==> config.mk <==
export PLATFORM = sky130hd
export DESIGN_NAME = capture_buffer_flat
export DESIGN_NICKNAME = d
export VERILOG_FILES = /design/src/rtl/capture_buffer_if.sv /design/src/rtl/capture_buffer.sv /design/src/flat_wrapper.sv
export SDC_FILE = /design/constraint.sdc
export NUM_CORES = 1
export LEC_CHECK = 0
export CORE_MARGIN = 3
export CORE_UTILIZATION = 50
export DETAILED_ROUTE_END_ITERATION = 12
export PLACE_DENSITY = 0.74
export SLEW_MARGIN = 5
export SYNTH_ARGS = -nofsm -noshare
export SYNTH_HDL_FRONTEND = slang
export SYNTH_SLANG_ARGS = --single-unit
export TNS_END_PERCENT = 10
==> constraint.sdc <==
create_clock -name clk -period 2.6 [get_ports clk]
set_clock_uncertainty 0.05 [all_clocks]
set_input_delay 0.52 -clock clk [delete_from_list [all_inputs] [get_ports clk]]
set_output_delay 0.52 -clock clk [all_outputs]
set_load 0.005 [all_outputs]
==> src/rtl/capture_buffer_if.sv <==
// rtl/capture_buffer_if.sv - capture input and drain handshake bundle for capture_buffer
interface capture_buffer_if;
  logic [7:0] cap_data;
  logic       cap_strb;
  logic [7:0] rd_data;
  logic       rd_valid;
  logic       rd_ready;

  // Producer/consumer side: feeds captures in and accepts drained bytes
  modport master (
    output cap_data, cap_strb, rd_ready,
    input  rd_data, rd_valid
  );

  // Buffer side
  modport slave (
    input  cap_data, cap_strb, rd_ready,
    output rd_data, rd_valid
  );
endinterface

==> src/rtl/capture_buffer.sv <==
// rtl/capture_buffer.sv - circular capture FIFO with FWFT drain, overflow tracking; CAPTURE_BUFFER_TSTAMP_EN adds timestamps
module capture_buffer #(
  parameter int DEPTH     = 8,
  parameter int AW        = 3,
  parameter bit EDGE_MODE = 1'b1,
  parameter int DROP_W    = 8
) (
  input  logic              clk,
  input  logic              rst_n,
  capture_buffer_if.slave   bus,
  output logic [AW:0]       level,
  output logic              full,
  output logic              empty,
  output logic              ovf,
  input  logic              ovf_clr,
  output logic [DROP_W-1:0] drop_cnt
`ifdef CAPTURE_BUFFER_TSTAMP_EN
  ,
  output logic [15:0]       rd_tstamp
`endif
);

  localparam logic [AW:0] DEPTH_L = (AW+1)'(DEPTH);

  logic [7:0]        mem [DEPTH];
  logic [AW-1:0]     wptr;
  logic [AW-1:0]     rptr;
  logic [AW:0]       level_q;
  logic [AW:0]       level_nxt;
  logic              full_q;
  logic              empty_q;
  logic              valid_q;
  logic              strb_q;
  logic              ovf_q;
  logic [DROP_W-1:0] drop_q;
  logic              cap_ev;
  logic              pop;
  logic              wr;
  logic              drop;

  // Capture qualification, handshake decode and next fill level
  always_comb begin
    cap_ev    = bus.cap_strb && (!EDGE_MODE || !strb_q);
    pop       = valid_q && bus.rd_ready;
    // A pop in the same cycle frees the slot, so a full buffer still accepts
    wr        = cap_ev && (!full_q || pop);
    drop      = cap_ev && full_q && !pop;
    level_nxt = level_q;
    if (wr && !pop)
      level_nxt = level_q + (AW+1)'(1);
    else if (pop && !wr)
      level_nxt = level_q - (AW+1)'(1);
  end

  // Pointers, fill level and registered status flags
  always_ff @(posedge clk or negedge rst_n) begin
    if (!rst_n) begin
      wptr    <= '0;
      rptr    <= '0;
      level_q <= '0;
      full_q  <= 1'b0;
      empty_q <= 1'b1;
      valid_q <= 1'b0;
      strb_q  <= 1'b0;
    end else begin
      strb_q  <= bus.cap_strb;
      if (wr)
        wptr <= wptr + AW'(1);
      if (pop)
        rptr <= rptr + AW'(1);
      level_q <= level_nxt;
      full_q  <= (level_nxt == DEPTH_L);
      empty_q <= (level_nxt == '0);
      valid_q <= (level_nxt != '0);
    end
  end

  // Overflow tracking; a drop in the same cycle as a clear wins
  always_ff @(posedge clk or negedge rst_n) begin
    if (!rst_n) begin
      ovf_q  <= 1'b0;
      drop_q <= '0;
    end else if (drop) begin
      ovf_q  <= 1'b1;
      if (ovf_clr)
        drop_q <= DROP_W'(1);
      else if (drop_q != '1)
        drop_q <= drop_q + DROP_W'(1);
    end else if (ovf_clr) begin
      ovf_q  <= 1'b0;
      drop_q <= '0;
    end
  end

  // Storage is deliberately left unreset; it is only visible through rd_valid
  always_ff @(posedge clk) begin
    if (wr)
      mem[wptr] <= bus.cap_data;
  end

`ifdef CAPTURE_BUFFER_TSTAMP_EN
  logic [15:0] ts_q;
  logic [15:0] tmem [DEPTH];

  // Free-running cycle counter used to stamp accepted captures
  always_ff @(posedge clk or negedge rst_n) begin
    if (!rst_n)
      ts_q <= '0;
    else
      ts_q <= ts_q + 16'd1;
  end

  // Timestamp storage written alongside the data byte
  always_ff @(posedge clk) begin
    if (wr)
      tmem[wptr] <= ts_q;
  end

  assign rd_tstamp = valid_q ? tmem[rptr] : 16'h0000;
`endif

  assign bus.rd_data  = valid_q ? mem[rptr] : 8'h00;
  assign bus.rd_valid = valid_q;
  assign level        = level_q;
  assign full         = full_q;
  assign empty        = empty_q;
  assign ovf          = ovf_q;
  assign drop_cnt     = drop_q;

endmodule

==> src/flat_wrapper.sv <==
// flat-port wrapper written by rule: the top's interface ports become plain ports
module capture_buffer_flat 
#(
  parameter int DEPTH     = 8,
  parameter int AW        = 3,
  parameter bit EDGE_MODE = 1'b1,
  parameter int DROP_W    = 8
)
  (clk, rst_n, level, full, empty, ovf, ovf_clr, drop_cnt, bus_cap_data, bus_cap_strb, bus_rd_ready, bus_rd_data, bus_rd_valid);
  capture_buffer_if bus_i ();
  input  logic clk;
  input  logic rst_n;
  output logic [AW:0] level;
  output logic full;
  output logic empty;
  output logic ovf;
  input  logic ovf_clr;
  output logic [DROP_W-1:0] drop_cnt;
  input wire logic [$bits(bus_i.cap_data)-1:0] bus_cap_data;
  input wire logic [$bits(bus_i.cap_strb)-1:0] bus_cap_strb;
  input wire logic [$bits(bus_i.rd_ready)-1:0] bus_rd_ready;
  output wire logic [$bits(bus_i.rd_data)-1:0] bus_rd_data;
  output wire logic [$bits(bus_i.rd_valid)-1:0] bus_rd_valid;
  assign bus_i.cap_data = bus_cap_data;
  assign bus_i.cap_strb = bus_cap_strb;
  assign bus_i.rd_ready = bus_rd_ready;
  assign bus_rd_data = bus_i.rd_data;
  assign bus_rd_valid = bus_i.rd_valid;
  capture_buffer #(.DEPTH(DEPTH), .AW(AW), .EDGE_MODE(EDGE_MODE), .DROP_W(DROP_W)) u_core (.clk(clk), .rst_n(rst_n), .bus(bus_i), .level(level), .full(full), .empty(empty), .ovf(ovf), .ovf_clr(ovf_clr), .drop_cnt(drop_cnt));
endmodule
======== After elaboration in Yosys (flattened, before gate mapping) ========
Memories as Yosys holds them, arrays and structs flattened.
Index checks and enable logic that the tools add are counted.
word-level totals
  bits in writable memories ............... 64
  memories ................................ 1
  logic and storage cells ................. 45
  flip-flop bits (word level) ............. 23
memories
  memory      words  bits a word  rd ports  clocked after Yosys merged registers in  write ports  line                  RTL
  u_core.mem  8      8            1         0                                        1            capture_buffer.sv:25  logic [7:0] mem [DEPTH];
operators by class
  reductions and logical operators ........ 17
  equality and inequality tests ........... 2
  multiplexer cells ....................... 11
  add/subtract/negate cells ............... 5
operator list
  cell                                                                number
  8-bit two-way mux                                                   5
  8-bit by 1-bit adder with 8-bit output, second input constant       1
  4-bit two-way mux                                                   2
  8-bit != test, second input constant                                1
  1-bit logical AND                                                   7
  3-bit by 1-bit adder with 3-bit output, second input constant       2
  4-bit by 1-bit adder with 4-bit output, second input constant       1
  4-bit equality test, second input constant                          1
  1-bit logical NOT                                                   4
  4-bit logical NOT                                                   1
  1-bit two-way mux                                                   4
  2-bit nonzero test                                                  2
  4-bit nonzero test                                                  1
  4-bit by 1-bit subtractor with 4-bit output, second input constant  1
  2-bit AND reduction                                                 1
  1-bit logical OR                                                    1

======== Longest topological paths before layout ========
  word-level depth ........................ 8
  depth in mapped cells ................... 5
  depth with buffers taken out ............ 5

======== Worst setup path after synthesis ========
OpenSTA, ideal clock, no wires.
  path type ............................... input-to-reg
  start ................................... input port bus_cap_strb
  end ..................................... memory u_core.mem[0][0], enable pin
  path slack .............................. 398 ps
  library setup time ...................... 383 ps
  data arrival time ....................... 1768 ps
  required time ........................... 2167 ps
  cell stages on the path ................. 4
  cell sequence ........................... nand2b_1 > buf_2 > or3_1 > nor3_1
on the way
  cells in the longest elaborated chain, start to end .. 4
RTL lines
  item                                     line                  RTL
  start: declaration                       flat_wrapper.sv:20    input wire logic [$bits(bus_i.cap_strb)-1:0] bus_cap_strb;
  1-bit logical AND                        capture_buffer.sv:43  cap_ev = bus.cap_strb && (!EDGE_MODE || !strb_q);
  1-bit logical AND                        capture_buffer.sv:46  wr = cap_ev && (!full_q || pop);
  1-bit two-way mux                        capture_buffer.sv:97  if (wr)
  1-bit two-way mux (implied by the code)  capture_buffer.sv:98  mem[wptr] <= bus.cap_data;
  end: declaration                         capture_buffer.sv:25
Every way passes these cells.

======== Final worst setup path ========
  start ................................... register u_core.rptr[0]
  end ..................................... output port bus_rd_data[5]
on the way
  cells in the longest elaborated chain, start to end .. 2
RTL lines
  item                      line                   RTL
  start: declaration        capture_buffer.sv:27   logic [AW-1:0] rptr;
  start signal: assignment  capture_buffer.sv:70   rptr <= rptr + AW'(1);
  memory 8 x 8 bit          --
  8-bit two-way mux         capture_buffer.sv:122  assign bus.rd_data = valid_q ? mem[rptr] : 8'h00;
  end: declaration          flat_wrapper.sv:22     output wire logic [$bits(bus_i.rd_data)-1:0] bus_rd_data;
Every way passes these cells.

==> reports/qor.log <==
INFO  drt            routed_wl=6680microns
INFO  setup_path     setup.worst_path.start_class=register
INFO  global_routing track_usage=0.179
INFO  power          p_seq_frac=0.445
INFO  synth          yosysWarnings=0
INFO  placed_design  place.port_buffers=36
INFO  power          power-per-cell-area=924nW/um^2
INFO  drt            vias_per_cell=5.44
INFO  floorplanning  die-area=8430squm
INFO  power          total_switching_power=0.00128W
INFO  timing         maxSlewViolCount=0
INFO  timing         tightestPinTransition=573ps
INFO  clock_tree     path_clk_slew=100ps
INFO  global_routing global_route.overflow_total=0
INFO  setup_path     reg2reg_depth=5
INFO  setup_path     worstPathRequired=2030ps
INFO  power          share_comb_of_total_power=0.337
INFO  drt            route.detailed.drc=0
INFO  synth          synth_cell_types=42
INFO  floorplanning  design.core.area=6980squm
INFO  final_layout   drive_gt1_frac=0.201
INFO  final_layout   fillers=530
INFO  placed_design  dp_hpwl=4460microns
INFO  timing         final.min_clock_period=2530ps
INFO  synth          syn-cell-area=3680squm
INFO  synth          asyncSetResetFlopFracSynth=0.264
INFO  clock_tree     cts_made_buffers=9
INFO  synth          ys_seq_area_frac=0.679
INFO  timing         fin_tns_setup=0ps
INFO  timing         relSlewSlack=0.618
INFO  clock_tree     cts.path.max_buffers=2
INFO  clock_tree     clock_insertion_delay_worst_skew=360ps
INFO  synth          ys_ff_latch=87
INFO  power          cellInternalPower=0.00288W
INFO  synth          syn-mean-instance-area=15.9squm
INFO  drt            detailedRoute.firstPassIterationCount=4
INFO  timing         worst_slack=72.5ps
INFO  timing         fin_crit_sh=0.972
INFO  clock_tree     tritoncts_clock_tree=yes
INFO  synth          dominantRegCellSynth=sky130_fd_sc_hd__edfxtp_1
INFO  clock_tree     htreeDepth=3
INFO  run_status     status=finished clean
INFO  setup_path     worst_setup_path_end_kind=output port
INFO  power          irDropWorstVdd=0.422mV
INFO  placed_design  routabilityCongestion=0.790
INFO  timing         report.final.hold_viol_count=0
INFO  placed_design  pre_cts_slack=59.3ps
INFO  final_layout   diodes=0
INFO  clock_tree     tritoncts_num_sinks=87
INFO  timing         achievable-frequency=396MHz
INFO  final_layout   fin_util=0.644
INFO  power          clockPowerShare=0.218
INFO  clock_tree     post_cts_hold_buffer_count=0
INFO  global_routing grt_first_pass_wirelength=11300microns
INFO  timing         setup-violations-final=0
INFO  drt            total_vias_in_the_final_route=2115
INFO  flow_run       max_cap_viol_count=0
INFO  global_routing first_global_vias=2148
INFO  floorplanning  top_level_ports=37
INFO  drt            dr.first_iter.drc_count=155
INFO  global_routing pin_count_of_the_biggest_net_entering_global_routing=24
INFO  power          p_leak=1.61nW
INFO  hold_path      hold_path_class=in -> async
INFO  setup_path     arrival=1960ps
INFO  floorplanning  fp-row-count=30
INFO  floorplanning  chipHeight=91.8microns
INFO  drt            wire_per_inst=17.2microns
INFO  synth          post_synth_inst_count=232
INFO  global_routing grt_antenna_before_repair=0
INFO  final_layout   area_growth=22.1%
INFO  synth          synth_fp_nets=250
INFO  setup_path     worst-setup-path-type=reg -> out
INFO  floorplanning  die-width=91.8microns
INFO  power          power.share.switching=0.308
INFO  setup_path     path_max_fanout=6
INFO  timing         final.hold.worst_slack=446ps
INFO  clock_tree     cts_root_buffer=sky130_fd_sc_hd__clkbuf_8
INFO  drt            postRouteAntennaNets=0
INFO  final_layout   nNetsFinal=306
INFO  floorplanning  floorplan.initialDensity=0.527
INFO  synth          number_of_flops_mapped_to_enable_cells_by_yosys=64
INFO  timing         unrepaired_setup_endpoints_after_global_routing=yes
## worst paths after layout
kind | from | endpoint | slack (ps)
max | u_core.rptr[0] | bus_rd_data[5] | 70
min | rst_n | u_core.drop_cnt[3] | 450
max reg2reg | u_core.level[0] | u_core.full | 520
min reg2reg | u_core.ovf | u_core.ovf | 510
max in group asynchronous | rst_n | u_core.empty | 1770
min in group clk | u_core.ovf | u_core.ovf | 510
## cells in the final DEF (no fill, tap or decap), types with 7 or more instances in the layout
cell type,instances
sky130_fd_sc_hd__nor2_1,14
sky130_fd_sc_hd__dfrtp_1,21
sky130_fd_sc_hd__nand2_1,12
sky130_fd_sc_hd__nor3_1,7
sky130_fd_sc_hd__nor2b_1,9
sky130_fd_sc_hd__mux4_2,16
sky130_fd_sc_hd__mux2i_1,10
sky130_fd_sc_hd__buf_4,15
sky130_fd_sc_hd__clkbuf_8,9
sky130_fd_sc_hd__clkdlybuf4s50_1,28
sky130_fd_sc_hd__edfxtp_1,64
## synth_stat cells (all sizes together) (2+ instances only)
library cell   n  share of area
nor2b          9          0.015
nand2b         3         0.0051
nand4          3         0.0051
inv            6         0.0061
or3            5         0.0085
buf            5         0.0065
nor3           7         0.0095
o21ai          5         0.0068
a21oi          5         0.0068
dfrtp         22           0.15
nand2         12          0.012
o211ai         3         0.0075
edfxtp        64           0.52
mux4          16          0.098
nor4           2         0.0034
nand3          5         0.0068
nor2          14          0.014
ha             5          0.017
mux2i         11          0.030
o21a           2         0.0041
or4            2         0.0041
clkbuf         4         0.0041
xnor2          5          0.012
## power groups by stage
stage | sequential, W | combinational (W) | clock, W
after floorplan | 0.00178 | 0.000872 | 0
after global placement | 0.00186 | 0.00137 | 0
after detailed placement | 0.00186 | 0.00141 | 0
after CTS | 0.00185 | 0.00140 | 0.000928
after global routing | 0.00188 | 0.00155 | 0.000997
final | 0.00185 | 0.00140 | 0.000907
## area by class of cell
cell class	instances	area [sq um]	share of cell area
clock buffers	9	124	0.0276
clock inverters	7	72.6	0.0161
inverters	6	22.5	0.00501
multi-input cells	130	1130	0.250
flip-flops and latches	87	2500	0.556
well taps	96	120	0.0267
repair buffers	54	531	0.118
## stage by stage
| stage | total power [W] | instances | instance area (sq um) |
|---|---|---|---|
| floorplan | 0.00265 | 232 | 3680 |
| global placement | 0.00323 | 371 | 4260 |
| detailed placement | 0.00327 | 371 | 4260 |
| CTS | 0.00418 | 389 | 4490 |
| global route | 0.00443 | 389 | 4500 |
| finish | 0.00416 | 389 | 4500 |
## routing by layer
layer / GRT usage / part of all wire
met5: 0 / 0
met4: 0.0705 / 0.019
met3: 0.0328 / 0.046
met2: 0.268 / 0.48
met1: 0.261 / 0.46
## critical path: stages (launching register included)
cell and delay, ps:
sky130_fd_sc_hd__dfrtp_2 470, sky130_fd_sc_hd__buf_12 150, sky130_fd_sc_hd__mux4_2 500, sky130_fd_sc_hd__mux2i_2 200, sky130_fd_sc_hd__nor2b_1 70, sky130_fd_sc_hd__clkdlybuf4s15_1 200
## kinds of logic (layout without fill, tap and decap cells)
| logic type | count (synthesis) | after routing | share of synthesized area |
|---|---|---|---|
| and+or+nand+nor | 67 | 67 | 0.0951 |
| AOI/OAI and AO/OA | 25 | 25 | 0.0499 |
| buffers and inverters | 15 | 76 | 0.0166 |
| DFF | 87 | 87 | 0.679 |
| adders and majority gates | 5 | 5 | 0.0170 |
| xor gates and xnor gates | 5 | 5 | 0.0119 |
| muxes | 28 | 28 | 0.131 |
## state kept, by name, indices dropped and copies added, names as in the netlist, 3 cells and up
| name | count |
|---|---|
| u_core.mem | 64 |
| u_core.drop_cnt | 8 |
| u_core.level | 4 |
| u_core.rptr | 3 |
| u_core.wptr | 3 |
## timing repair
| item | CTS | global route |
|---|---|---|
| endpoints found under the hold margin | 0 | 0 |
| setup endpoints to repair | 8 | 5 |
| gates resized for setup | 12 | 5 |
| buffers inserted | 1 | 0 |
| gates cloned | 1 | 0 |
(Power assumes the default switching activity.)
